**src/rtl/regs_wb_pkg.sv**
```systemverilog
// Shared writeback constants: register bus widths, the x0 index and the
// producer source encodings used by the round-robin arbiter.
package regs_wb_pkg;

    localparam int REG_BUS      = 64;
    localparam int REG_ADDR_BUS = 5;
    localparam logic [REG_ADDR_BUS-1:0] REG_ZERO = '0;

    typedef enum logic {
        WB_SRC_ALU = 1'b0,
        WB_SRC_LSU = 1'b1
    } wb_src_e;

    function automatic wb_src_e other_src(input wb_src_e src);
        return (src == WB_SRC_ALU) ? WB_SRC_LSU : WB_SRC_ALU;
    endfunction

endpackage

```
**src/rtl/regs_wb_fifo.sv**
```systemverilog
// Small per-producer writeback queue (wb_fifo); every slot and its valid bit
// are visible so the scoreboard can search pending writes.
module wb_fifo #(
    parameter int DATA_W = 64,
    parameter int IDX_W  = 5,
    parameter int DEPTH  = 2
) (
    input  logic                           clk,
    input  logic                           rst,
    input  logic                           push,
    input  logic [IDX_W-1:0]               push_idx,
    input  logic [DATA_W-1:0]              push_data,
    input  logic                           pop,
    output logic                           full,
    output logic                           empty,
    output logic [IDX_W-1:0]               head_idx,
    output logic [DATA_W-1:0]              head_data,
    output logic [DEPTH-1:0][IDX_W-1:0]    entry_idx,
    output logic [DEPTH-1:0][DATA_W-1:0]   entry_data,
    output logic [DEPTH-1:0]               entry_valid
);

    localparam int PTR_W = $clog2(DEPTH);
    localparam int CNT_W = $clog2(DEPTH + 1);

    logic [PTR_W-1:0]                rd_ptr;
    logic [PTR_W-1:0]                wr_ptr;
    logic [CNT_W-1:0]                count;
    logic [DEPTH-1:0][IDX_W-1:0]     idx_mem;
    logic [DEPTH-1:0][DATA_W-1:0]    data_mem;
    logic                            do_push;
    logic                            do_pop;

    assign full    = (count == CNT_W'(DEPTH));
    assign empty   = (count == '0);
    assign do_push = push && !full;
    assign do_pop  = pop && !empty;

    always_ff @(posedge clk) begin
        if (rst) begin
            rd_ptr <= '0;
            wr_ptr <= '0;
            count  <= '0;
        end else begin
            if (do_push) wr_ptr <= wr_ptr + 1'b1;
            if (do_pop)  rd_ptr <= rd_ptr + 1'b1;
            case ({do_push, do_pop})
                2'b10:   count <= count + 1'b1;
                2'b01:   count <= count - 1'b1;
                default: count <= count;
            endcase
        end
    end

    // Payload storage needs no reset: the count alone decides what is live.
    always_ff @(posedge clk) begin
        if (do_push) begin
            idx_mem[wr_ptr]  <= push_idx;
            data_mem[wr_ptr] <= push_data;
        end
    end

    assign head_idx   = idx_mem[rd_ptr];
    assign head_data  = data_mem[rd_ptr];
    assign entry_idx  = idx_mem;
    assign entry_data = data_mem;

    // A slot is live when its distance from the read pointer is below count.
    always_comb begin
        logic [PTR_W-1:0] off;
        off         = '0;
        entry_valid = '0;
        for (int i = 0; i < DEPTH; i++) begin
            off            = PTR_W'(i) - rd_ptr;
            entry_valid[i] = (CNT_W'(off) < count);
        end
    end

endmodule

```
**src/rtl/regs_wb.sv**
```systemverilog
// Writeback collector: two producer queues, round-robin retire into the
// register-file write port, pending-write scoreboard; REGS_WB_FWD_EN adds forwarding.
module regs_wb
    import regs_wb_pkg::*;
#(
    parameter int DATA_W = REG_BUS,
    parameter int IDX_W  = REG_ADDR_BUS,
    parameter int DEPTH  = 2
) (
    input  logic              clk,
    input  logic              rst,
    input  logic              alu_valid_i,
    output logic              alu_ready_o,
    input  logic [IDX_W-1:0]  alu_idx_i,
    input  logic [DATA_W-1:0] alu_data_i,
    input  logic              lsu_valid_i,
    output logic              lsu_ready_o,
    input  logic [IDX_W-1:0]  lsu_idx_i,
    input  logic [DATA_W-1:0] lsu_data_i,
    output logic [IDX_W-1:0]  widx_o,
    output logic [DATA_W-1:0] wdata_o,
    output logic              we_o,
    input  logic [IDX_W-1:0]  ridx1_i,
    input  logic [IDX_W-1:0]  ridx2_i,
    output logic              busy1_o,
    output logic              busy2_o,
    output logic [DATA_W-1:0] fwd1_data_o,
    output logic [DATA_W-1:0] fwd2_data_o
);

    logic                          alu_full, alu_empty, lsu_full, lsu_empty;
    logic [IDX_W-1:0]              alu_head_idx, lsu_head_idx, sel_idx;
    logic [DATA_W-1:0]             alu_head_data, lsu_head_data, sel_data;
    logic [DEPTH-1:0][IDX_W-1:0]   alu_eidx, lsu_eidx;
    logic [DEPTH-1:0][DATA_W-1:0]  alu_edata, lsu_edata;
    logic [DEPTH-1:0]              alu_evalid, lsu_evalid;
    logic                          grant_alu, grant_lsu;
    wb_src_e                       rr;
    logic [1:0][IDX_W-1:0]         ridx;
    logic [1:0]                    busy;

    assign alu_ready_o = !alu_full && !rst;
    assign lsu_ready_o = !lsu_full && !rst;

    wb_fifo #(.DATA_W(DATA_W), .IDX_W(IDX_W), .DEPTH(DEPTH)) u_alu_fifo (
        .clk(clk), .rst(rst),
        .push(alu_valid_i && alu_ready_o), .push_idx(alu_idx_i), .push_data(alu_data_i),
        .pop(grant_alu), .full(alu_full), .empty(alu_empty),
        .head_idx(alu_head_idx), .head_data(alu_head_data),
        .entry_idx(alu_eidx), .entry_data(alu_edata), .entry_valid(alu_evalid)
    );

    wb_fifo #(.DATA_W(DATA_W), .IDX_W(IDX_W), .DEPTH(DEPTH)) u_lsu_fifo (
        .clk(clk), .rst(rst),
        .push(lsu_valid_i && lsu_ready_o), .push_idx(lsu_idx_i), .push_data(lsu_data_i),
        .pop(grant_lsu), .full(lsu_full), .empty(lsu_empty),
        .head_idx(lsu_head_idx), .head_data(lsu_head_data),
        .entry_idx(lsu_eidx), .entry_data(lsu_edata), .entry_valid(lsu_evalid)
    );

    // rr only matters when both heads compete; a lone head is granted directly.
    always_comb begin
        grant_alu = 1'b0;
        grant_lsu = 1'b0;
        if (!alu_empty && !lsu_empty) begin
            grant_alu = (rr == WB_SRC_ALU);
            grant_lsu = (rr == WB_SRC_LSU);
        end else begin
            grant_alu = !alu_empty;
            grant_lsu = !lsu_empty;
        end
    end

    assign sel_idx  = grant_alu ? alu_head_idx  : lsu_head_idx;
    assign sel_data = grant_alu ? alu_head_data : lsu_head_data;

    always_ff @(posedge clk) begin
        if (rst) begin
            rr      <= WB_SRC_LSU;
            we_o    <= 1'b0;
            widx_o  <= '0;
            wdata_o <= '0;
        end else begin
            if (!alu_empty && !lsu_empty) rr <= other_src(rr);
            if (grant_alu || grant_lsu) begin
                widx_o  <= sel_idx;
                wdata_o <= sel_data;
                we_o    <= (sel_idx != IDX_W'(REG_ZERO));
            end else begin
                we_o    <= 1'b0;
            end
        end
    end

    assign ridx    = {ridx2_i, ridx1_i};
    assign busy1_o = busy[0];
    assign busy2_o = busy[1];

`ifdef REGS_WB_FWD_EN
    logic [1:0][DATA_W-1:0] fwd;

    // Queue hits are OR-merged: at most one pending entry can match an index.
    always_comb begin
        logic              q_hit;
        logic [DATA_W-1:0] q_data;
        q_hit  = 1'b0;
        q_data = '0;
        busy   = '0;
        fwd    = '0;
        for (int p = 0; p < 2; p++) begin
            q_hit  = 1'b0;
            q_data = '0;
            for (int i = 0; i < DEPTH; i++) begin
                if (alu_evalid[i] && alu_eidx[i] == ridx[p]) begin
                    q_hit  = 1'b1;
                    q_data = q_data | alu_edata[i];
                end
                if (lsu_evalid[i] && lsu_eidx[i] == ridx[p]) begin
                    q_hit  = 1'b1;
                    q_data = q_data | lsu_edata[i];
                end
            end
            busy[p] = (ridx[p] != IDX_W'(REG_ZERO)) &&
                      (q_hit || (we_o && widx_o == ridx[p]));
            if (busy[p]) fwd[p] = q_hit ? q_data : wdata_o;
        end
    end

    assign fwd1_data_o = fwd[0];
    assign fwd2_data_o = fwd[1];
`else
    logic unused_entry_data;

    always_comb begin
        logic q_hit;
        q_hit = 1'b0;
        busy  = '0;
        for (int p = 0; p < 2; p++) begin
            q_hit = 1'b0;
            for (int i = 0; i < DEPTH; i++) begin
                if ((alu_evalid[i] && alu_eidx[i] == ridx[p]) ||
                    (lsu_evalid[i] && lsu_eidx[i] == ridx[p]))
                    q_hit = 1'b1;
            end
            busy[p] = (ridx[p] != IDX_W'(REG_ZERO)) &&
                      (q_hit || (we_o && widx_o == ridx[p]));
        end
    end

    assign unused_entry_data = ^{alu_edata, lsu_edata};
    assign fwd1_data_o       = '0;
    assign fwd2_data_o       = '0;
`endif

endmodule
```
**config.mk**
```make
export PLATFORM = sky130hd
export DESIGN_NAME = regs_wb
export DESIGN_NICKNAME = d
export VERILOG_FILES = /design/src/rtl/regs_wb_pkg.sv /design/src/rtl/regs_wb_fifo.sv /design/src/rtl/regs_wb.sv
export SDC_FILE = /design/constraint.sdc
export NUM_CORES = 1
export LEC_CHECK = 0
export ABC_AREA = 1
export CAP_MARGIN = 20
export CORE_UTILIZATION = 50
export CTS_CLUSTER_SIZE = 14
export DETAILED_ROUTE_END_ITERATION = 6
export PLACE_DENSITY = 0.78
export SYNTH_ARGS = -nofsm -noshare
export SYNTH_HDL_FRONTEND = slang
export SYNTH_SLANG_ARGS = --single-unit
```
**constraint.sdc**
```tcl
create_clock -name clk -period 4.6 [get_ports clk]
set_input_delay 0.46 -clock clk [delete_from_list [all_inputs] [get_ports clk]]
set_output_delay 0.46 -clock clk [all_outputs]
set_load 0.05 [all_outputs]
```
## Word-level counts from Yosys, hierarchy flattened

Index checks and enable logic that the tools add are counted.

- Register bits after elaboration: 355
- Input bits: 152
- Output and inout port bits: 202
- Word-level logic and storage cells: 132

- $add $sub $neg: 12
- Order comparisons: 10
- Equal/unequal tests: 16
- Muxes and demuxes: 31
- Bitwise logic cells: 2
- Reduce and logical (&&, ||, !) cells: 43

Operators with widths:

| operator | count |
|---|---|
| 64-bit 2-to-1 mux | 7 |
| 128-bit bitwise mux | 2 |
| 64-bit demux with 1-bit select | 2 |
| 5-bit equality test | 10 |
| 5-bit 2-to-1 mux | 7 |
| 1-bit logical AND | 23 |
| 10-bit bitwise mux | 2 |
| 5-bit nonzero test | 3 |
| 5-bit demux with 1-bit select | 2 |
| 2-bit equality test, second input constant | 4 |
| 1-bit by 2-bit < comparator with 1-bit output | 4 |
| 1-bit by 2-bit < comparator with 1-bit output, second input constant | 4 |
| 2-bit one-hot mux with 2 select lines | 2 |
| 1-bit logical OR | 7 |
| 1-bit 2-to-1 mux | 7 |
| 1-bit logical NOT | 5 |
| 1-bit adder, second input constant | 4 |
| 2-bit by 1-bit adder with 2-bit output, second input constant | 2 |
| 2-bit by 1-bit equality test with 1-bit output, second input constant | 2 |
| 2-bit logical NOT | 2 |
| 2-bit nonzero test | 2 |
| 1-bit subtractor, first input constant | 4 |
| 2-bit by 1-bit subtractor with 2-bit output, second input constant | 2 |
| 1-bit greater-or-equal comparator, second input constant | 2 |
| 2 further kinds | 3 |

## Logic depth before layout (Yosys ltp)

- Word-level depth: 8
- Gate-level depth with buffers: 10
- Mapped depth without buffers: 9

## Hierarchy

A second synthesis with hierarchy kept.

- Cell total of the unflattened synthesis: 1552
- Area, all modules: 15336.0 um^2

Modules (own cells, without submodules):

| module | times used | cells each | area each (um^2) |
|---|---|---|---|
| wb_fifo | 2 | 400 | 5260.0 |
| regs_wb | 1 | 752 | 4815.9 |

## Worst setup path before layout

Ideal clock, no wire load.

- Path type: input to register
- From: in rst
- To: reg u_alu_fifo.data_mem (netlist bit u_alu_fifo.entry_data[0]), enable pin
- Arrival time: 4.488 ns
- Required time: 4.103 ns
- Slack: -0.384 ns
- Stages: 3
- Cells stage by stage: a21oi_1 nand2_1 nor2_1

- Word-level cells in the longest chain between the ends: 4

Ends and longest elaborated chain:

| item | RTL line | source |
|---|---|---|
| start, declared | regs_wb.sv:11 | `input logic rst,` |
| 1-bit logical NOT | regs_wb.sv:42 | `assign alu_ready_o = !alu_full && !rst;` |
| 1-bit logical AND | regs_wb.sv:42 |  |
| 1-bit logical AND | regs_wb.sv:47 | `.push(alu_valid_i && alu_ready_o), .push_idx(alu_idx_i), .push_data(alu_data_i),` |
| 1-bit logical AND | regs_wb_fifo.sv:36 | `assign do_push = push && !full;` |
| end signal, assigned by index | regs_wb_fifo.sv:59 | `data_mem[wr_ptr] <= push_data;` |
| end, declared | regs_wb_fifo.sv:30 | `logic [DEPTH-1:0][DATA_W-1:0] data_mem;` |

Every way passes these cells.
A chain may end at the register's enable or synchronous reset.

## Final worst setup path

- From: reg u_lsu_fifo.rd_ptr
- To: out busy1_o

- Word-level cells in the longest chain between the ends: 8
- Elaborated cells on any way between the ends: 12

Ends and longest elaborated chain:

| item | RTL line | source |
|---|---|---|
| start, declared | regs_wb_fifo.sv:26 | `logic [PTR_W-1:0] rd_ptr;` |
| start signal, assigned | regs_wb_fifo.sv:46 | `if (do_pop) rd_ptr <= rd_ptr + 1'b1;` |
| 1-bit subtractor | regs_wb_fifo.sv:74 | `off = PTR_W'(i) - rd_ptr;` |
| 1-bit by 2-bit < comparator with 1-bit output | regs_wb_fifo.sv:75 | `entry_valid[i] = (CNT_W'(off) < count);` |
| 1-bit logical AND | regs_wb.sv:142 | `(lsu_evalid[i] && lsu_eidx[i] == ridx[p]))` |
| 1-bit logical OR | regs_wb.sv:141 | `if ((alu_evalid[i] && alu_eidx[i] == ridx[p]) \|\|` |
| 1-bit 2-to-1 mux | regs_wb.sv:141 |  |
| 1-bit 2-to-1 mux * | regs_wb.sv:141 |  |
| 1-bit logical OR * | regs_wb.sv:146 | `(q_hit \|\| (we_o && widx_o == ridx[p]));` |
| 1-bit logical AND * | regs_wb.sv:145 | `busy[p] = (ridx[p] != IDX_W'(REG_ZERO)) &&` |
| end, declared | regs_wb.sv:25 | `output logic busy1_o,` |

Every way passes the cells marked *; elsewhere a longest branch is shown, timed or not.

==> run metrics <==
GP Congestion=0.9651; yosys warns=0; Worst path max stage delay=830 ps; total CTS buffers=37; Area Growth Syn to Fin=22.28%; via count=approximately 11k; CTS tree=built; post-cts resize count=0; Avg Cell Area, Syn=10.53 µm²; DR vias/cell=5.222; TritonCTS sink count=roughly 360; Slew Viols, Final=0; overall routing resource usage=24.95%; R2R Path Start=u_alu_fifo.count[0]$_SDFFE_PP0P_; maximum number of pins on one net before global-route repair=72; Fin. Hold Viols=0; cell taking the most area after synthesis=edfxtp_1; Leak Pwr=0.007184 µW; initial antenna violation count=3; DRC=0; Critical Path AT=2740 ps; fmax=313.0 MHz; pre-CTS WS=around 1500 ps; Die ar.=0.03087 mm²; layout cells sized above 1=5.935%; crit path from=u_lsu_fifo.rd_ptr$_SDFFE_PP0P_; Finished Core Util=62.23%; CP dominant cell by count=nor2_1; min Tclk post-route=3195 ps; initial core utilization=50.89%; worst min-delay path category=flip-flop to flip-flop; period utilisation layout=69.46%; vias in the first global route=10.57k; Rel. slew slack=between 20% and 30%; #FFs+latches synth=355; drt first-iter violations=between 900 and 1k; first drt pass iteration count=6; Wirelength per Cell=18.88 µm; Critical Path Start Type=flip-flop; chip height=175.7 µm; ant diodes=0; post-synthesis sequential area ratio=65.43%; count of cell types in the netlist=23; DP Wirelength=between 20000 and 25000 µm; Power Density=623.7 mW/mm²; nets@finish=between 1.5k and 2k; post-route setup slack=around 1400 ps; port bufs=225; WHS Path Cells=2; IO Pins=354; Slew @ Worst Pin=1063 ps; row count=63; clock latency on the worst-skew pair=520 ps; reg2reg end=u_alu_fifo.entry_data[37]$_DFFE_PP_; Max-Cap Viols=0; skew final=24.85 ps; final setup vio count=0; peak supply drop=0.5357 mV; hold_buf cts=0; post-synthesis cell area=0.01508 mm²; Critical Path End Type=output pin; status=finished, final reports clean; maximum clock path buffer count=3; worst-path maximum fanout=41; WHS Endpoint=wdata_o[14]$_SDFFE_PP0N_; Syn Inst Count=roughly 1.4k; Setup CP Type=flip-flop to output pin; first-pass GRT wire length=around 58000 µm; slowest CP cell=clkdlybuf4s50_1; RSZ-0062 raised after global routing=no; hold path start=wdata_o[14]$_SDFFE_PP0N_; WP data required=4140 ps; H-Tree Depth=2; crit-path cells=a21oi_1 -> nor2_1 -> nand3_1 -> nand3_1 -> nor2_1 -> nor2_1 -> clkdlybuf4s50_1; Layout fillers=between 2k and 2.5k; CTS root buf=clkbuf_16; Post-CTS Setup Inserts=0; Synth top area share=between 50% and 60%; core box area=0.02964 mm²; cells on worst reg2reg path=5; Die W=175.7 µm; remaining antenna violation count=0; worst reg-to-reg setup slack=2090 ps; Total Wirelength=around 39000 µm; grt total ovfl=0; ranking of synthesized cells by area=edfxtp_1 55%, dfxtp_1 10%, nor2_1 7.4%; clk slew on worst S/H paths=60 ps
## logic make-up after synthesis
logic type	Yosys count	synth area share (%)
AND/OR/NAND/NOR	638	17.34
flip-flops	355	65.43
buffers and inverters	243	10.15
AO/OA/AOI/OAI	178	6.022
XOR/XNOR	15	0.8710
adder cells (fa/ha/maj)	2	0.1659
other	1	0.02486
## routing by layer
layer	up-vias	wire, µm	GRT usage [%]
met5	-	41	0
met4	6	1179	8.551
met3	84	2709	5.087
met2	498	19870	45.08
met1	5152	15050	29.34
li1	5006	-	-
## how the worst max path moves through the flow
stage                     slack [ps]                                  to
after detailed placement        1460                             busy1_o
after global placement          1430                             busy1_o
after CTS                       1390                             busy1_o
final                           1400                             busy1_o
after floorplan                 -380  u_alu_fifo.entry_data[0]$_DFFE_PP_
after global routing            1280                             busy1_o
## cells in the final DEF (no fill, tap or decap)
cell / Yosys / routed
a21oi_1: 17 / 17
a21oi_4: 1 / 1
buf_12: 0 / 4
buf_16: 0 / 1
buf_4: 133 / 12
bufinv_16: 0 / 3
clkbuf_1: 13 / 5
clkbuf_16: 0 / 39
clkbuf_8: 0 / 5
clkdlybuf4s50_1: 0 / 225
clkinv_1: 0 / 2
clkinv_16: 0 / 1
clkinv_2: 0 / 9
clkinv_4: 0 / 1
conb_1: 1 / 128
dfxtp_1: 79 / 77
dfxtp_4: 0 / 2
edfxtp_1: 276 / 276
ha_1: 2 / 2
inv_1: 36 / 34
inv_2: 6 / 8
inv_6: 0 / 3
nand2_1: 186 / 186
nand2_4: 4 / 4
nand3_1: 146 / 146
nor2_1: 298 / 294
nor2_4: 0 / 6
nor3_1: 2 / 2
o21ai_0: 121 / 121
o21ai_1: 34 / 34
o22ai_1: 5 / 5
xor2_1: 15 / 15
## cell type report
cell class | instances | area (µm²) | share of cell area [%]
timing repair buffer | 242 | 2450 | 13.28
multi-input combinational | 961 | 4200 | 22.77
clock inverter | 19 | 207.7 | 1.126
tap | 390 | 488.0 | 2.646
sequential | 355 | 9877 | 53.55
inverter | 42 | 157.7 | 0.8548
clock buffer | 49 | 1064 | 5.766
## cell usage after synthesis, drive strengths merged
cell,number
clkbuf,14
o22ai,5
nor3,2
conb,1
a21oi,18
nand2,190
nor2,300
edfxtp,276
ha,2
xor2,15
buf,187
inv,42
nand3,146
o21ai,155
dfxtp,79
## where the power goes
part	switching, µW	leakage [µW]	internal [µW]	total (µW)
sequential	301	0.00319	3930	4230
clock	1250	0.000632	1820	3070
combinational	3010	0.00337	1190	4210
## registers in the layout, summed over array words and instances, names as in the netlist, 2 cells and up
signal and count:
widx_o 5, u_lsu_fifo.count 2, u_alu_fifo.count 2, wdata_o 64
u_lsu_fifo.entry_idx 10, u_alu_fifo.entry_data 128, u_lsu_fifo.entry_data 128, u_alu_fifo.entry_idx 10
## critical path, delay by kind of cell, from the launching register on
kind | cells | cell delay (ps)
buffers and inverters | 1 | 830
AO/OA/AOI/OAI | 1 | 210
AND/OR/NAND/NOR | 5 | 520
flip-flops | 1 | 660
## through the flow
stage	hold slack (ps)	instance area [µm²]	instances	setup TNS, ps	total power [µW]
2_1_floorplan	459.1	15560	1559	-105890	7208
3_3_place_gp	459.1	17130	1988	0	8324
3_5_place_dp	461.8	17170	1990	0	8477
4_1_cts	472.1	18440	2058	0	11560
5_1_grt	492.9	18440	2058	0	12020
6_report	469.0	18440	2058	0	11500
No activity file was read; power rests on OpenSTA's default activity.
